--- src/rtl/alu_sequencer.sv ---
`default_nettype none
// ============================================================================
// alu_sequencer : multi-cycle controller feeding an external 16-bit ALU from
//                 an 8x16 register file (fetch A, fetch B, execute, write back)
// Revision      : 1.0
// ============================================================================
module alu_sequencer (
  input  logic        clk,
  input  logic        reset_n,
  input  logic        start,
  input  logic [1:0]  cmd_op,
  input  logic [2:0]  cmd_rd,
  input  logic [2:0]  cmd_rn,
  input  logic [2:0]  cmd_rm,
  input  logic        cmd_isimm,
  input  logic [15:0] cmd_imm,
  input  logic        cmd_nowb,
  output logic        busy,
  output logic        done,
  output logic        z_flag,
  output logic [15:0] alu_ain,
  output logic [15:0] alu_bin,
  output logic [1:0]  alu_op,
  input  logic [15:0] alu_out,
  input  logic        alu_z,
  input  logic [2:0]  dbg_addr,
  output logic [15:0] dbg_data
);

  typedef enum logic [2:0] {
    S_IDLE = 3'd0,
    S_RDA  = 3'd1,
    S_RDB  = 3'd2,
    S_EXEC = 3'd3,
    S_WB   = 3'd4
  } state_t;

  state_t      state_q, state_d;
  logic [1:0]  op_q, op_d;
  logic [2:0]  rd_q, rd_d;
  logic [2:0]  rn_q, rn_d;
  logic [2:0]  rm_q, rm_d;
  logic        nowb_q, nowb_d;
  logic [15:0] c_q, c_d;
  logic        z_q, z_d;
  logic [15:0] ain_q, ain_d;
  logic [15:0] bin_q, bin_d;
  logic [1:0]  aop_q, aop_d;
  logic        busy_q, busy_d;
  logic        done_q, done_d;
  logic [15:0] rf_q [8];
  logic [15:0] rf_d [8];

  always_comb begin
    state_d = state_q;
    op_d    = op_q;
    rd_d    = rd_q;
    rn_d    = rn_q;
    rm_d    = rm_q;
    nowb_d  = nowb_q;
    c_d     = c_q;
    z_d     = z_q;
    ain_d   = ain_q;
    bin_d   = bin_q;
    aop_d   = aop_q;
    rf_d    = rf_q;

    case (state_q)
      S_IDLE: begin
        if (start) begin
          op_d   = cmd_op;
          rd_d   = cmd_rd;
          rn_d   = cmd_rn;
          rm_d   = cmd_rm;
          nowb_d = cmd_nowb;
          if (cmd_isimm) begin
            c_d     = cmd_imm;
            state_d = S_WB;
          end else begin
            state_d = S_RDA;
          end
        end
      end
      S_RDA: begin
        ain_d   = rf_q[rn_q];
        aop_d   = op_q;
        state_d = S_RDB;
      end
      S_RDB: begin
        bin_d   = rf_q[rm_q];
        state_d = S_EXEC;
      end
      S_EXEC: begin
        c_d     = alu_out;
        z_d     = alu_z;
        state_d = S_WB;
      end
      S_WB: begin
        if (!nowb_q) rf_d[rd_q] = c_q;
        state_d = S_IDLE;
      end
      default: state_d = S_IDLE;
    endcase

    // Status outputs are registered, so derive them from the next state.
    busy_d = (state_d != S_IDLE);
    done_d = (state_d == S_WB);
  end

  always_ff @(posedge clk or negedge reset_n) begin
    if (!reset_n) begin
      state_q <= S_IDLE;
      op_q    <= 2'b00;
      rd_q    <= 3'd0;
      rn_q    <= 3'd0;
      rm_q    <= 3'd0;
      nowb_q  <= 1'b0;
      c_q     <= 16'h0000;
      z_q     <= 1'b0;
      ain_q   <= 16'h0000;
      bin_q   <= 16'h0000;
      aop_q   <= 2'b00;
      busy_q  <= 1'b0;
      done_q  <= 1'b0;
      for (int i = 0; i < 8; i++) rf_q[i] <= 16'h0000;
    end else begin
      state_q <= state_d;
      op_q    <= op_d;
      rd_q    <= rd_d;
      rn_q    <= rn_d;
      rm_q    <= rm_d;
      nowb_q  <= nowb_d;
      c_q     <= c_d;
      z_q     <= z_d;
      ain_q   <= ain_d;
      bin_q   <= bin_d;
      aop_q   <= aop_d;
      busy_q  <= busy_d;
      done_q  <= done_d;
      for (int i = 0; i < 8; i++) rf_q[i] <= rf_d[i];
    end
  end

  assign busy     = busy_q;
  assign done     = done_q;
  assign z_flag   = z_q;
  assign alu_ain  = ain_q;
  assign alu_bin  = bin_q;
  assign alu_op   = aop_q;
  assign dbg_data = rf_q[dbg_addr];

endmodule
`default_nettype wire

--- config.mk ---
export PLATFORM = sky130hd
export DESIGN_NAME = alu_sequencer
export DESIGN_NICKNAME = d
export VERILOG_FILES = /design/src/rtl/alu_sequencer.sv
export SDC_FILE = /design/constraint.sdc
export NUM_CORES = 1
export LEC_CHECK = 0
export BUFFER_PORTS_ARGS = -buffer_cell sky130_fd_sc_hd__buf_2
export CORE_AREA = 2 2 143 145
export DETAILED_ROUTE_END_ITERATION = 16
export DIE_AREA = 0 0 145 147
export GPL_TIMING_DRIVEN = 0
export PLACE_DENSITY_LB_ADDON = 0.1
export SLEW_MARGIN = 20
export SYNTH_ARGS = -nofsm -noshare
export SYNTH_HDL_FRONTEND = slang
export SYNTH_SLANG_ARGS = --single-unit
export TNS_END_PERCENT = 10
--- constraint.sdc ---
create_clock -name clk -period 3.2 [get_ports clk]
set_input_delay 0.16 -clock clk [delete_from_list [all_inputs] [get_ports clk]]
set_output_delay 0.16 -clock clk [all_outputs]
set_load 0.005 [all_outputs]
==> results of run 1 <==
==> worst paths after layout <==
check | from | end | slack [ps] | cells after the start
worst max-delay path | state_q[1] | rf_q[5] | 390 | 5
worst min-delay path | start | busy | -3 | 3
worst max register to register | state_q[1] | rf_q[5] | 390 | 5
worst min register to register | alu_ain[12] | alu_ain[12] | 480 | 2
max in group asynchronous | reset_n | alu_ain[7] | 1960 | 3
min in group asynchronous | reset_n | rf_q[63] | 290 | 2
==> cell usage in the layout, fill, tap and decap left out, drive strengths merged, types with 4 or more instances in the layout <==
master	synthesis	final
mux2	255	255
dfrtp	196	196
buf	22	125
mux2i	64	64
clkbuf	39	57
nand2	37	37
mux4	32	32
o22ai	32	32
a22o	32	32
o31ai	32	32
dlygate4sd3	0	15
nor2	4	4
bufinv	0	4
clkinv	0	4
inv	1	4
nor4b	4	4
==> sequential cells by signal, summed over array words and instances, names as in the netlist <==
name	flops
rn_q	3
busy	1
alu_ain	16
state_q	3
op_q	2
rf_q	128
alu_bin	16
nowb_q	1
c_q	16
z_flag	1
rd_q	3
rm_q	3
done	1
alu_op	2
==> critical path, cell delays in order (launching register included) <==
cell,delay [ps]
sky130_fd_sc_hd__dfrtp_1,360
sky130_fd_sc_hd__buf_2,160
sky130_fd_sc_hd__nor4b_2,440
sky130_fd_sc_hd__nand4_1,670
sky130_fd_sc_hd__clkbuf_1,630
sky130_fd_sc_hd__mux2_2,440
==> kinds of logic after synthesis <==
family | count (synthesis) | synth area share
compound gates | 99 | 0.06994
buf+inv | 62 | 0.02641
flops | 196 | 0.4663
mux | 351 | 0.4024
simple gates | 61 | 0.03497
==> through the flow <==
stage          hold WS, ps  TNS (ps)  std cells  utilization
2_1_floorplan       -135.6         0        769            -
3_3_place_gp         374.9   -222630       1141       0.5728
3_5_place_dp         226.1         0       1142       0.5747
4_1_cts              1.928         0       1188       0.6140
5_1_grt              11.20         0       1189       0.6145
6_report            -2.907         0       1189       0.6145
==> metal layers <==
| layer | vias to the layer above | global-route usage | wire length [um] |
|---|---|---|---|
| li1 | 3216 | - | - |
| met1 | 3839 | 0.3909 | 13050 |
| met2 | 292 | 0.4683 | 14540 |
| met3 | 66 | 0.07236 | 2053 |
| met4 | 0 | 0.1134 | 930 |
| met5 | - | 0 | 0 |
==> cell usage after synthesis (all sizes together) <==
master	instances	share of area
dfrtp	196	0.47
nand3	1	0.00048
nor2	4	0.0014
nand3b	1	0.00071
clkbuf	39	0.014
o31ai	32	0.023
mux2	255	0.27
nand4bb	1	0.0011
o22ai	32	0.019
a22o	32	0.027
nand4b	2	0.0017
mux2i	64	0.061
nand2	37	0.013
nor4	1	0.0020
or3b	2	0.0017
nor3	2	0.0020
inv	1	0.00036
mux4	32	0.069
nor4b	4	0.0068
nor2b	2	0.0012
nand4	1	0.00060
or4b	1	0.00095
buf	22	0.012
a21oi	2	0.00095
o21ai	1	0.00048
nand2b	2	0.0012
==> final cells by class <==
| class | instances | area share |
|---|---|---|
| clock buffer | 18 | 0.03601 |
| buffer | 61 | 0.02247 |
| clock inverter | 14 | 0.01642 |
| inverter | 1 | 0.0003078 |
| multi-input combinational | 511 | 0.4376 |
| sequential | 196 | 0.4022 |
| tap | 270 | 0.02770 |
| timing repair buffer | 118 | 0.05725 |
==> power by group through the flow <==
| stage | sequential (W) | combinational [W] | clock (W) |
|---|---|---|---|
| finish | 0.00457 | 0.00541 | 0.00233 |
| global route | 0.00471 | 0.00575 | 0.00246 |
| CTS | 0.00453 | 0.00539 | 0.00235 |
| detailed placement | 0.00457 | 0.00534 | 0 |
| global placement | 0.00444 | 0.00520 | 0 |
| floorplan | 0.00423 | 0.00378 | 0 |
==> timing repair <==
item / in CTS / in global routing
setup buffers: 0 / 0
gates resized for setup: 0 / 0
hold buffers: 14 / 1
endpoints found under the hold margin: 106 / 1
==> summary by stage, run 1 <==
Finish
The synthesis-to-layout area growth is 15.93%. The share of cells above drive strength 1 is 0.4788. In the final layout, flip-flops and latches occupy 4905 um2.

The finished layout cell area is 12,190 um2. The filler cell count is 1,574. 0 antenna diodes ended up in the layout. After the last flow step, the layout net total stands at 958. The area occupied by multi-input gates is 5336 um2.

Synthesis
The count of synthesis-stage warnings from yosys is 0. The post-synthesis register bit count is 196. Synthesis instantiated 33 different standard cells from the library.

The sequential element share of the synthesized area is 0.4663. The gate count of the mapped netlist is 769. The mapped netlist covers 10,520 um2.

The mean instance size in the synthesized netlist is 13.68 um2. The number of nets handed over by synthesis was 821.

Power
In this run the static leakage power is 5.735 nW. After layout, the design draws a total of 0.01231 W. The switching power as a share of total power is 0.3849. The cell-internal power is 0.007570 W. Dividing total power by cell area gives a power density of 1009 nW/um2. The share of total power dissipated in sequential elements is 0.371. Across the VDD grid, the largest voltage drop is 585.3 uV. The share of total power dissipated in the clock network is 0.190. The logic gate share of total power is 0.439. The analysis attributes to net switching a power of 0.004737 W.

Worst setup path
STA classifies the critical path startpoint as a flop. STA classifies the critical path endpoint as a flop. The worst setup path category is reg -> reg.

The data required time of the critical path is 3520 ps. The largest driver fanout on the critical path is 10. At the worst endpoint, the arrival time is 3130 ps.

STA
The share of the clock period used by the worst path after layout is 0.8777. After layout, the worst setup slack is 391.4 ps. The tightest hold path in the finished design has a slack of -2.907 ps. The total count of max-transition violations in the final report came to 0. Setup repair after global routing left no endpoint under its margin. In this run the tightest slew margin relative to its limit is 0.2755.

The count of final hold-check violations is 1. Setup violations remaining at the end of the flow were counted as 0. The top achievable clock speed is 356.1 MHz. Between clock sinks in the finished design, the worst skew comes to 10.37 ps. The measured slew at the worst slew-check pin is 1087 ps.

The clock period minus worst slack is 2809 ps.

Routing
For this block, the routed nets add up to 30,570 um of wire. The final antenna-violating net count is 0. For this block, the initial DRC count from the detailed router was 500. The average vias per placed instance is 6.235. The average wire length per cell after detail routing is 25.71 um.

The number of iterations in the first detailed-routing pass is 6. The number of vias after detailed routing is 7,413. The total DRC errors in the routed layout is 0.

Job
Across the run, the number of max-cap violations was 0.

Die
In this run the count of I/O pins placed on the die edge is 105. The die covers 21,320 um2. The die extent in y is 147 um. The total number of placement rows is 52.

The x dimension of the die is 145 um. The area of the core region is 19,840 um2. The initial standard-cell utilization of the core is 0.5301.

GRT
The first global-routing pass estimated 46,660 um of wire. The via count of the first global-routing pass was 7,848. The number of antenna violations at the first check in global routing was 0. For this run the aggregate overflow at the end of global routing stands at 0. In the global route stage, overall resource usage came out at 0.2935. The pin count of the biggest net entering global routing is 104.

Clocking
The clock tree root driver cell is sky130_fd_sc_hd__clkbuf_16. Clock-pin slew was measured on the worst setup and hold paths at 80 ps. The total clock buffers created by CTS is 17. The TritonCTS clock tree is done. The maximum number of buffers from clock root to sink is 2. The later pin in the worst-skew pair is clocked with a latency of 440 ps. The H-tree was split into 4 levels. The clock drives 196 sinks.

Status
The flow ran to the end, but the final reports show violations. The checks that failed: negative hold slack.

Place
The congestion estimate from routability-driven global placement came to 0.8769. The worst setup slack after placement is 515.4 ps. Port buffering added 102 buffers. The placed standard-cell area is 11,400 um2. Detailed placement ended at an HPWL of 20,390 um.

Hold path
The type of the worst min-delay path is in -> reg.
Power figures use the tool's default switching activity.
==> inputs of run 2 (changes only) <==
--- a/config.mk
+++ b/config.mk
@@ -5,10 +5,11 @@
 export SDC_FILE = /design/constraint.sdc
 export NUM_CORES = 1
 export LEC_CHECK = 0
+export ABC_AREA = 1
 export BUFFER_PORTS_ARGS = -buffer_cell sky130_fd_sc_hd__buf_2
-export CORE_AREA = 2 2 143 145
+export CORE_AREA = 2 2 146 148
 export DETAILED_ROUTE_END_ITERATION = 16
-export DIE_AREA = 0 0 145 147
+export DIE_AREA = 0 0 148 150
 export GPL_TIMING_DRIVEN = 0
 export PLACE_DENSITY_LB_ADDON = 0.1
 export SLEW_MARGIN = 20
==> run 2 against run 1 <==
The run now ends clean. Non-clock buffer count increased by 48. Total power barely moved. Via count increased by 60%. Hold slack better by 26 ps. Clock skew rose by 3.3 ps. Clock power fell by 9.4%. Sequential power down 13%. Cell area rose by 3.4%. Sequential share of layout area down 1.3 points. Synthesized cell count rose by 110%. Highest routed layer unchanged. Synthesized area up 4.3%.
==> summary by stage, run 2 <==
Synthesis
By count the netlist is led by sky130_fd_sc_hd__nand2_1 (597), sky130_fd_sc_hd__o21ai_0 (230), sky130_fd_sc_hd__nand3_1 (225). The fraction of synthesis flops using an asynchronous set or reset pin is 1.000 (unchanged). The mean instance size in the synthesized netlist is 6.760 um2 (-51%). The area of the mapped netlist came to 10,970 um2 (+4.3%). The count of synthesis-stage warnings from yosys is 0 (unchanged). For this run, the leading register cell type out of synthesis is sky130_fd_sc_hd__dfrtp_1.

The top-area cell type share of the netlist area is 0.4470 (-0.01925). Sorting the synthesized cells by area gives the leading types as sky130_fd_sc_hd__dfrtp_1 (45%), sky130_fd_sc_hd__nand2_1 (20%), sky130_fd_sc_hd__o21ai_0 (10%). The biggest area contributor in the post-synthesis netlist is sky130_fd_sc_hd__dfrtp_1.

The most instantiated library cell after synthesis is sky130_fd_sc_hd__nand2_1. The gate count of the mapped netlist is 1,623 (+110%). The net count after synthesis is 1,675 (+100%).

The post-synthesis cell type count is 17 (-48%). The number of enable flip-flop cells after synthesis is 0 (unchanged). The sequential element share of the synthesized area came to 0.4470 (-0.01925). The post-synthesis register bit count is 196 (unchanged).

Power
The leakage power of the design came to 6.556 nW (+14%). The relative contribution of the clock network to total power was 0.172 (-0.018). The switching power as a share of total power is 0.4929 (+0.1080). The register share of total power was 0.321 (-0.050). The switching power of the nets is 0.006072 W (+28%). The cell-internal power is 0.006247 W (-17%). The worst vdd rail ir drop was 446.1 uV (-24%). The power density over the cells is 977.0 nW/um2 (-3.2%).

The logic gate share of total power was 0.507 (+0.068).

Place
The worst setup slack after placement is 1132 ps (+616.8 ps). The global placer's final weighted congestion is 1.031 (+18%). The number of buffer cells added on primary ports is 102 (unchanged).

The placed standard-cell area is 11,890 um2 (+4.3%). The estimated wirelength of the detail-placed design is 32,020 um (+57%).

Worst setup path
The buffer and inverter count on the worst path was 2 (unchanged). Grouping stages by cell kind, the critical path spends the most delay in simple AND/OR/NAND/NOR gates. The slowest stage of the critical path belongs to the cell sky130_fd_sc_hd__dfrtp_1. By instance count, the cell type seen most on the critical path is sky130_fd_sc_hd__nand2_1.

Walking the worst path, the cells encountered are inv_2 > nand2_1 > nor2_2 > nand2_1 > nand2_1 > buf_2 > o21ai_0. The type of origin of the critical path is a flop. STA classifies the critical path endpoint as a flop.

The critical path arrival is 2460 ps (-670 ps). The worst setup path category is reg -> reg. The data required time of the critical path came to 3510 ps (about the same). The largest stage delay on the critical path is 450 ps (-220 ps).

The largest driver fanout on the critical path is 10 (unchanged).

Finish
The register with the most flip-flops is rf_q. The net count of the finished layout is 1,813 (+89%). The filler cell count came to 2,000 (+27%). Relative to the synthesized area, the layout overhead comes to 14.92%. The antenna diode count is 0 (unchanged). The share of cells above drive strength 1 is 0.09137 (-0.3874).

The finished layout cell area is 12,610 um2 (+3.4%). The most common library cell in the layout ignoring fill and taps is sky130_fd_sc_hd__nand2_1. The flip-flop count of the largest register, all copies and words added was 128 (unchanged). Leaving out fill and tap cells, the most frequent cells in the layout are sky130_fd_sc_hd__nand2_1 (597), sky130_fd_sc_hd__o21ai_0 (230), sky130_fd_sc_hd__nand3_1 (225), sky130_fd_sc_hd__dfrtp_1 (196), sky130_fd_sc_hd__inv_1 (176).

STA
The final setup TNS is 0 ps (unchanged). The setup slack after layout is 1049 ps (+657.6 ps). The setup skew after layout is 13.64 ps (+3.262 ps). The clock period minus worst slack is 2151 ps (-657.5 ps).

The worst slew slack as a fraction of its limit came to 0.4332 (+0.1577). The final setup violation count is 0 (unchanged). The total count of max-transition violations in the final report is 0 (unchanged). The measured slew at the worst slew-check pin came to 845.6 ps (-241.1 ps).

The count of final hold-check violations is 0 (-1). The top achievable clock speed was 464.9 MHz (+31%). Setup repair after global routing left no endpoint under its margin.

The share of the clock period used by the worst path after layout was 0.6722 (-0.2055).

GRT
The via count of the first global-routing pass was 11,170 (+42%). The global-route usage over all layers is 0.3980 (+0.1045). The first-pass GRT wire length is 65,420 um (+40%). The pin count of the biggest net entering global routing came to 100 (-3.8%).

The global route total overflow is 0 (unchanged). The number of antenna violations at the first check in global routing is 0 (unchanged).

Routing
The average wire length per cell after detail routing was 21.01 um (-18%). The average vias per placed instance came to 5.804 (-6.9%). The total wire length came to 43,030 um (+41%). The number of design-rule violations left by the first detailed-router iteration came to 1,396 (+180%). The final antenna-violating net count was 0 (unchanged). The number of vias after detailed routing is 11,890 (+60%). The total DRC errors in the routed layout is 0 (unchanged). The number of iterations in the first detailed-routing pass is 5 (-1).

Hold path
The type of the worst min-delay path is in -> reg.

Clocking
The number of clock sinks is 196 (unchanged). The total setup buffers inserted after CTS is 0 (unchanged). The total clock buffers created by CTS was 17 (unchanged). The H-tree depth is 4 (unchanged). The clock tree root driver cell is sky130_fd_sc_hd__clkbuf_16.

The TritonCTS clock tree is done. The clock-pin transition on the worst setup and hold timing paths is 70 ps (about the same). The clock network latency to the later pin of the worst-skew pair is 450 ps (about the same). The maximum number of buffers from clock root to sink came to 2 (unchanged).

Status
The flow ran to the end, and the final reports show no timing, DRC or antenna violations.

Die
The die extent in y is 150 um (+2.0%). The area of the core region is 20,690 um2 (+4.3%). The I/O pin count came to 105 (unchanged).

The total number of placement rows is 53 (+1.9%). The initial standard-cell utilization of the core is 0.5303 (about the same). The x dimension of the die is 148 um (+2.1%).

The die footprint came to 22,200 um2 (+4.2%).

Job
The count of maximum capacitance violations is 0 (unchanged).
## run 2: cell types whose count changed after synthesis, sizes merged, moves of 6 or more
cell	previous run	this run
nand2	37	597
mux2	255	1
o21ai	1	236
nand3	1	225
inv	1	180
mux2i	64	0
a21oi	2	64
a22o	32	0
mux4	32	0
o22ai	32	0
o31ai	32	0
buf	22	52
clkbuf	39	56
nor2	4	10
## run 2: area by class of cell
class / instances / area [um2] / share of cell area
multi-input cells: 1137 / 4956 / 0.3931
flip-flops and latches: 196 / 4905 / 0.3890
repair buffers: 119 / 725.7 / 0.05756
inverters: 182 / 683.2 / 0.05418
clock buffers: 19 / 452.9 / 0.03592
plain buffers: 108 / 427.9 / 0.03394
well taps: 275 / 344.1 / 0.02729
clock inverters: 12 / 113.9 / 0.009030
## run 2: path summary, 6_finish.rpt
path,startpoint,slack [ps],cells after the start,to
max,state_q[2],1050,7,c_q[11]
min,start,20,3,busy
max reg2reg,state_q[2],1050,7,c_q[11]
min reg2reg,alu_ain[4],480,2,alu_ain[4]
max in group asynchronous,reset_n,1970,4,rf_q[108]
min in group asynchronous,reset_n,360,3,rf_q[25]
## run 2: layer usage
layer	track usage	part of all wire
met3	0.08628	0.11
met2	0.5859	0.41
met5	0	0
met1	0.5511	0.42
met4	0.2129	0.060
## run 2: repair_timing
item,CTS,global route
hold buffers,15,0
gates resized for setup,0,0
endpoints found under the setup margin,0,0
endpoints found under the hold margin,112,0
## run 2: cell families after synthesis
| logic type | after synthesis | share of synthesized area |
|---|---|---|
| multiplexers | 1 | 0.001026 |
| AND/OR/NAND/NOR | 835 | 0.3133 |
| AO/OA/AOI/OAI | 301 | 0.1374 |
| flip-flops | 196 | 0.4470 |
| buffers and inverters | 290 | 0.1013 |
## run 2: per-stage QoR
stage / total power, W / util / cells / hold WS (ps)
floorplan: 0.007634 / - / 1623 / -135.6
global placement: 0.009875 / 0.5716 / 2000 / 366.6
detailed placement: 0.009975 / 0.5747 / 2002 / 221.1
CTS: 0.01212 / 0.6094 / 2048 / 17.88
global route: 0.01314 / 0.6094 / 2048 / 44.33
finish: 0.01232 / 0.6094 / 2048 / 22.91
## run 2: worst reg2reg max path, cell delays in order (launching register included)
cell and delay, ps:
sky130_fd_sc_hd__dfrtp_1 450, sky130_fd_sc_hd__inv_2 100, sky130_fd_sc_hd__nand2_1 60, sky130_fd_sc_hd__nor2_2 420
sky130_fd_sc_hd__nand2_1 310, sky130_fd_sc_hd__nand2_1 260, sky130_fd_sc_hd__buf_2 300, sky130_fd_sc_hd__o21ai_0 120
## run 2: power by group through the flow
stage	clock network (W)	logic [W]	registers (W)
floorplan	0	0.00380	0.00384
global placement	0	0.00592	0.00395
detailed placement	0	0.00601	0.00397
CTS	0.00213	0.00607	0.00393
global route	0.00222	0.00686	0.00406
finish	0.00211	0.00625	0.00396
==> inputs of run 3 (changes only) <==
==> constraint.sdc (replaced) <==
create_clock -name clk -period 1.8 [get_ports clk]
set_input_delay 0.09 -clock clk [delete_from_list [all_inputs] [get_ports clk]]
set_output_delay 0.09 -clock clk [all_outputs]
set_load 0.005 [all_outputs]
==> run 3 against run 2 <==
The run now ends with negative hold slack, negative setup slack left. Highest routed layer unchanged. Cell count up 1.0%. Global-route usage up 0.33 points. Sequential cell count unchanged. Combinational power up 82%. Via count up 0.98%. Clock-buffer cell count unchanged. Largest cell class unchanged. Wire length up 0.89%. Sequential share of layout area down 0.99 points.
==> summary by stage, run 3 (synthesis results as in run 2) <==
GRT
The via count of the first global-routing pass is 11,360 (+1.6%). The first-pass GRT wire length is 65,920 um (+0.76%). The global-route usage over all layers came to 0.4012 (+0.003251).

The pin count of the biggest net entering global routing came to 100 (unchanged). The global route total overflow came to 0 (unchanged). The number of antenna violations at the first check in global routing came to 0 (unchanged).

Die
The total number of placement rows is 53 (unchanged). The area of the core region was 20,690 um2 (unchanged). The die extent in y came to 150 um (unchanged). The I/O pin count is 105 (unchanged).

The initial standard-cell utilization of the core came to 0.5303 (unchanged). The x dimension of the die was 148 um (unchanged). The die footprint is 22,200 um2 (unchanged).

Worst setup path
The critical path endpoint category is an output port. The critical path arrival was 1730 ps (-730 ps). The largest stage delay on the critical path is 360 ps (-90 ps). The signal on the critical path passes through clkbuf_1 > inv_1 > clkbuf_1 > a21oi_1 > o21ai_0 > nand2_1 > nand2_1 > nand2_1 > buf_2. The number of cells traversed by the worst register-to-register path is 5 (-2). The type of origin of the critical path is a primary input. The most numerous cell type found on the critical path is sky130_fd_sc_hd__nand2_1. The standard cell with the maximum stage delay on the critical path is sky130_fd_sc_hd__clkbuf_1.

The largest driver fanout on the critical path is 10 (unchanged). The worst setup path category is in -> out. The data required time of the critical path is 1710 ps (-1800 ps).

STA
The final setup violation count was 2 (+2). The setup skew after layout came to 15.81 ps (+2.174 ps). The clock period minus worst slack is 1816 ps. The count of final hold-check violations is 1 (+1). The setup slack after layout is -16.05 ps (-1065 ps). The worst slew slack as a fraction of its limit is 0.4801 (+0.04693). The measured slew at the worst slew-check pin is 779.8 ps (-65.79 ps). Setup repair after global routing could not meet its margin everywhere. For this run, the top clock speed supported by timing is 550.6 MHz. The final-layout worst hold slack is -5.117 ps (-28.02 ps). The share of the clock period used by the worst path after layout is 1.009. The final setup TNS is -20.19 ps (-20.19 ps).

The total count of max-transition violations in the final report is 0 (unchanged).

Status
The final reports fail on negative hold slack, negative setup slack. The run finished, with violations left.

Finish
The filler cell count is 1,978 (-1.1%). The finished layout cell area is 12,940 um2 (+2.6%). The antenna diode count is 0 (unchanged). In the layout the commonest cells are sky130_fd_sc_hd__nand2_1 (594), sky130_fd_sc_hd__o21ai_0 (230), sky130_fd_sc_hd__nand3_1 (224), sky130_fd_sc_hd__dfrtp_1 (195), sky130_fd_sc_hd__inv_1 (176).

The library cell used most frequently in the layout, excluding fill and tap cells, is sky130_fd_sc_hd__nand2_1. Ranked by flip-flop count, first place goes to rf_q. The synthesis-to-layout area growth is 17.95%. The post-layout instance count excluding filler cells was 2,069 (+1.0%). The net count of the finished layout is 1,834 (+1.2%). The flip-flop count of the largest register, all copies and words added is 128 (unchanged). The share of cells above drive strength 1 was 0.1271 (+0.03572).

Routing
The final antenna-violating net count is 0 (unchanged). The average wire length per cell after detail routing came to 20.98 um (-0.14%). The number of vias after detailed routing came to 12,000 (+0.98%). The number of design-rule violations left by the first detailed-router iteration is 1,452 (+4.0%). The total DRC errors in the routed layout is 0 (unchanged).

The number of iterations in the first detailed-routing pass is 5 (unchanged). The total wire length is 43,410 um (+0.89%). The average vias per placed instance is 5.801 (about the same).

Hold path
The worst hold path cell count is 5 (+2). The type of the worst min-delay path is in -> reg.

Job
The count of maximum capacitance violations is 0 (unchanged).

Clocking
TritonCTS built the clock tree. The clock network latency to the later pin of the worst-skew pair is 450 ps (about the same). The maximum number of buffers from clock root to sink is 2 (unchanged). The clock-pin transition on the worst setup and hold timing paths is 70 ps (about the same). The H-tree depth is 4 (unchanged). The total clock buffers created by CTS is 17 (unchanged). The number of clock sinks was 196 (unchanged). The clock tree root driver cell is sky130_fd_sc_hd__clkbuf_16.

Place
The estimated wirelength of the detail-placed design is 32,020 um (unchanged). The number of buffer cells added on primary ports is 102 (unchanged). The placed standard-cell area is 11,890 um2 (unchanged). The global placer's final weighted congestion was 1.031 (unchanged). The instance count after placement with tap cells included is 2,002 (unchanged).

Power
The power density over the cells is 1715 nW/um2 (+76%). The leakage power of the design came to 6.798 nW (+3.7%). The power consumption is 0.02220 W (+80%). The worst vdd rail ir drop came to 805.0 uV (+80%).
==> run 3: power by group <==
group / internal (W) / switching (W) / leakage, nW
combinational: 0.00342 / 0.00794 / 3.93
clock: 0.00189 / 0.00187 / 0.278
sequential: 0.00600 / 0.00107 / 2.59
total: 0.0113 / 0.0109 / 6.80
==> run 3: stage by stage <==
| stage | setup slack [ps] | hold WS [ps] | util |
|---|---|---|---|
| after CTS | -70.68 | 3.470 | 0.6211 |
| after floorplan | 470.3 | -205.6 | - |
| after global placement | -2609 | 296.6 | 0.5716 |
| final | -16.05 | -5.117 | 0.6255 |
| after global routing | -82.54 | 45.21 | 0.6255 |
| after detailed placement | -267.8 | 151.1 | 0.5747 |
==> run 3: path summary, 6_finish.rpt <==
check	startpoint	end	slack [ps]
setup / recovery	dbg_addr[1]	dbg_data[10]	-20
hold / removal	cmd_imm[10]	c_q[10]	-5
setup reg to reg	state_q[1]	rn_q[1]	0
hold reg to reg	alu_ain[4]	alu_ain[4]	480
max in group asynchronous	reset_n	rf_q[108]	650
min in group asynchronous	reset_n	rf_q[25]	280
==> run 3: area by class of cell <==
class | count | area (um2) | share of cell area
clock inverter | 12 | 113.9 | 0.008798
buffer | 108 | 516.7 | 0.03993
tap | 275 | 344.1 | 0.02659
timing repair buffer | 140 | 928.4 | 0.07174
multi-input combinational | 1137 | 4992 | 0.3858
clock buffer | 19 | 452.9 | 0.03500
sequential | 196 | 4906 | 0.3791
inverter | 182 | 686.9 | 0.05308
==> run 3: critical path, delay by kind of cell <==
kind | cells | cell delay [ps]
buffers and inverters | 4 | 970
AND/OR/NAND/NOR | 3 | 330
AO/OA/AOI/OAI | 2 | 320
==> run 3: metal layers <==
layer / wire, um / vias to the layer above / global-route usage
li1: - / 5487 / -
met1: 17930 / 5573 / 0.5509
met2: 17970 / 799 / 0.5949
met3: 4873 / 144 / 0.08750
met4: 2635 / 0 / 0.2167
met5: 0 / - / 0
==> run 3: what timing repair did <==
item	4_1_cts	5_1_grt
pin swaps	1	2
gates resized for setup	39	55
gates cloned	0	0
hold endpoints to repair	129	0
setup endpoints to repair	161	186
setup buffers	0	3
hold buffers	33	0
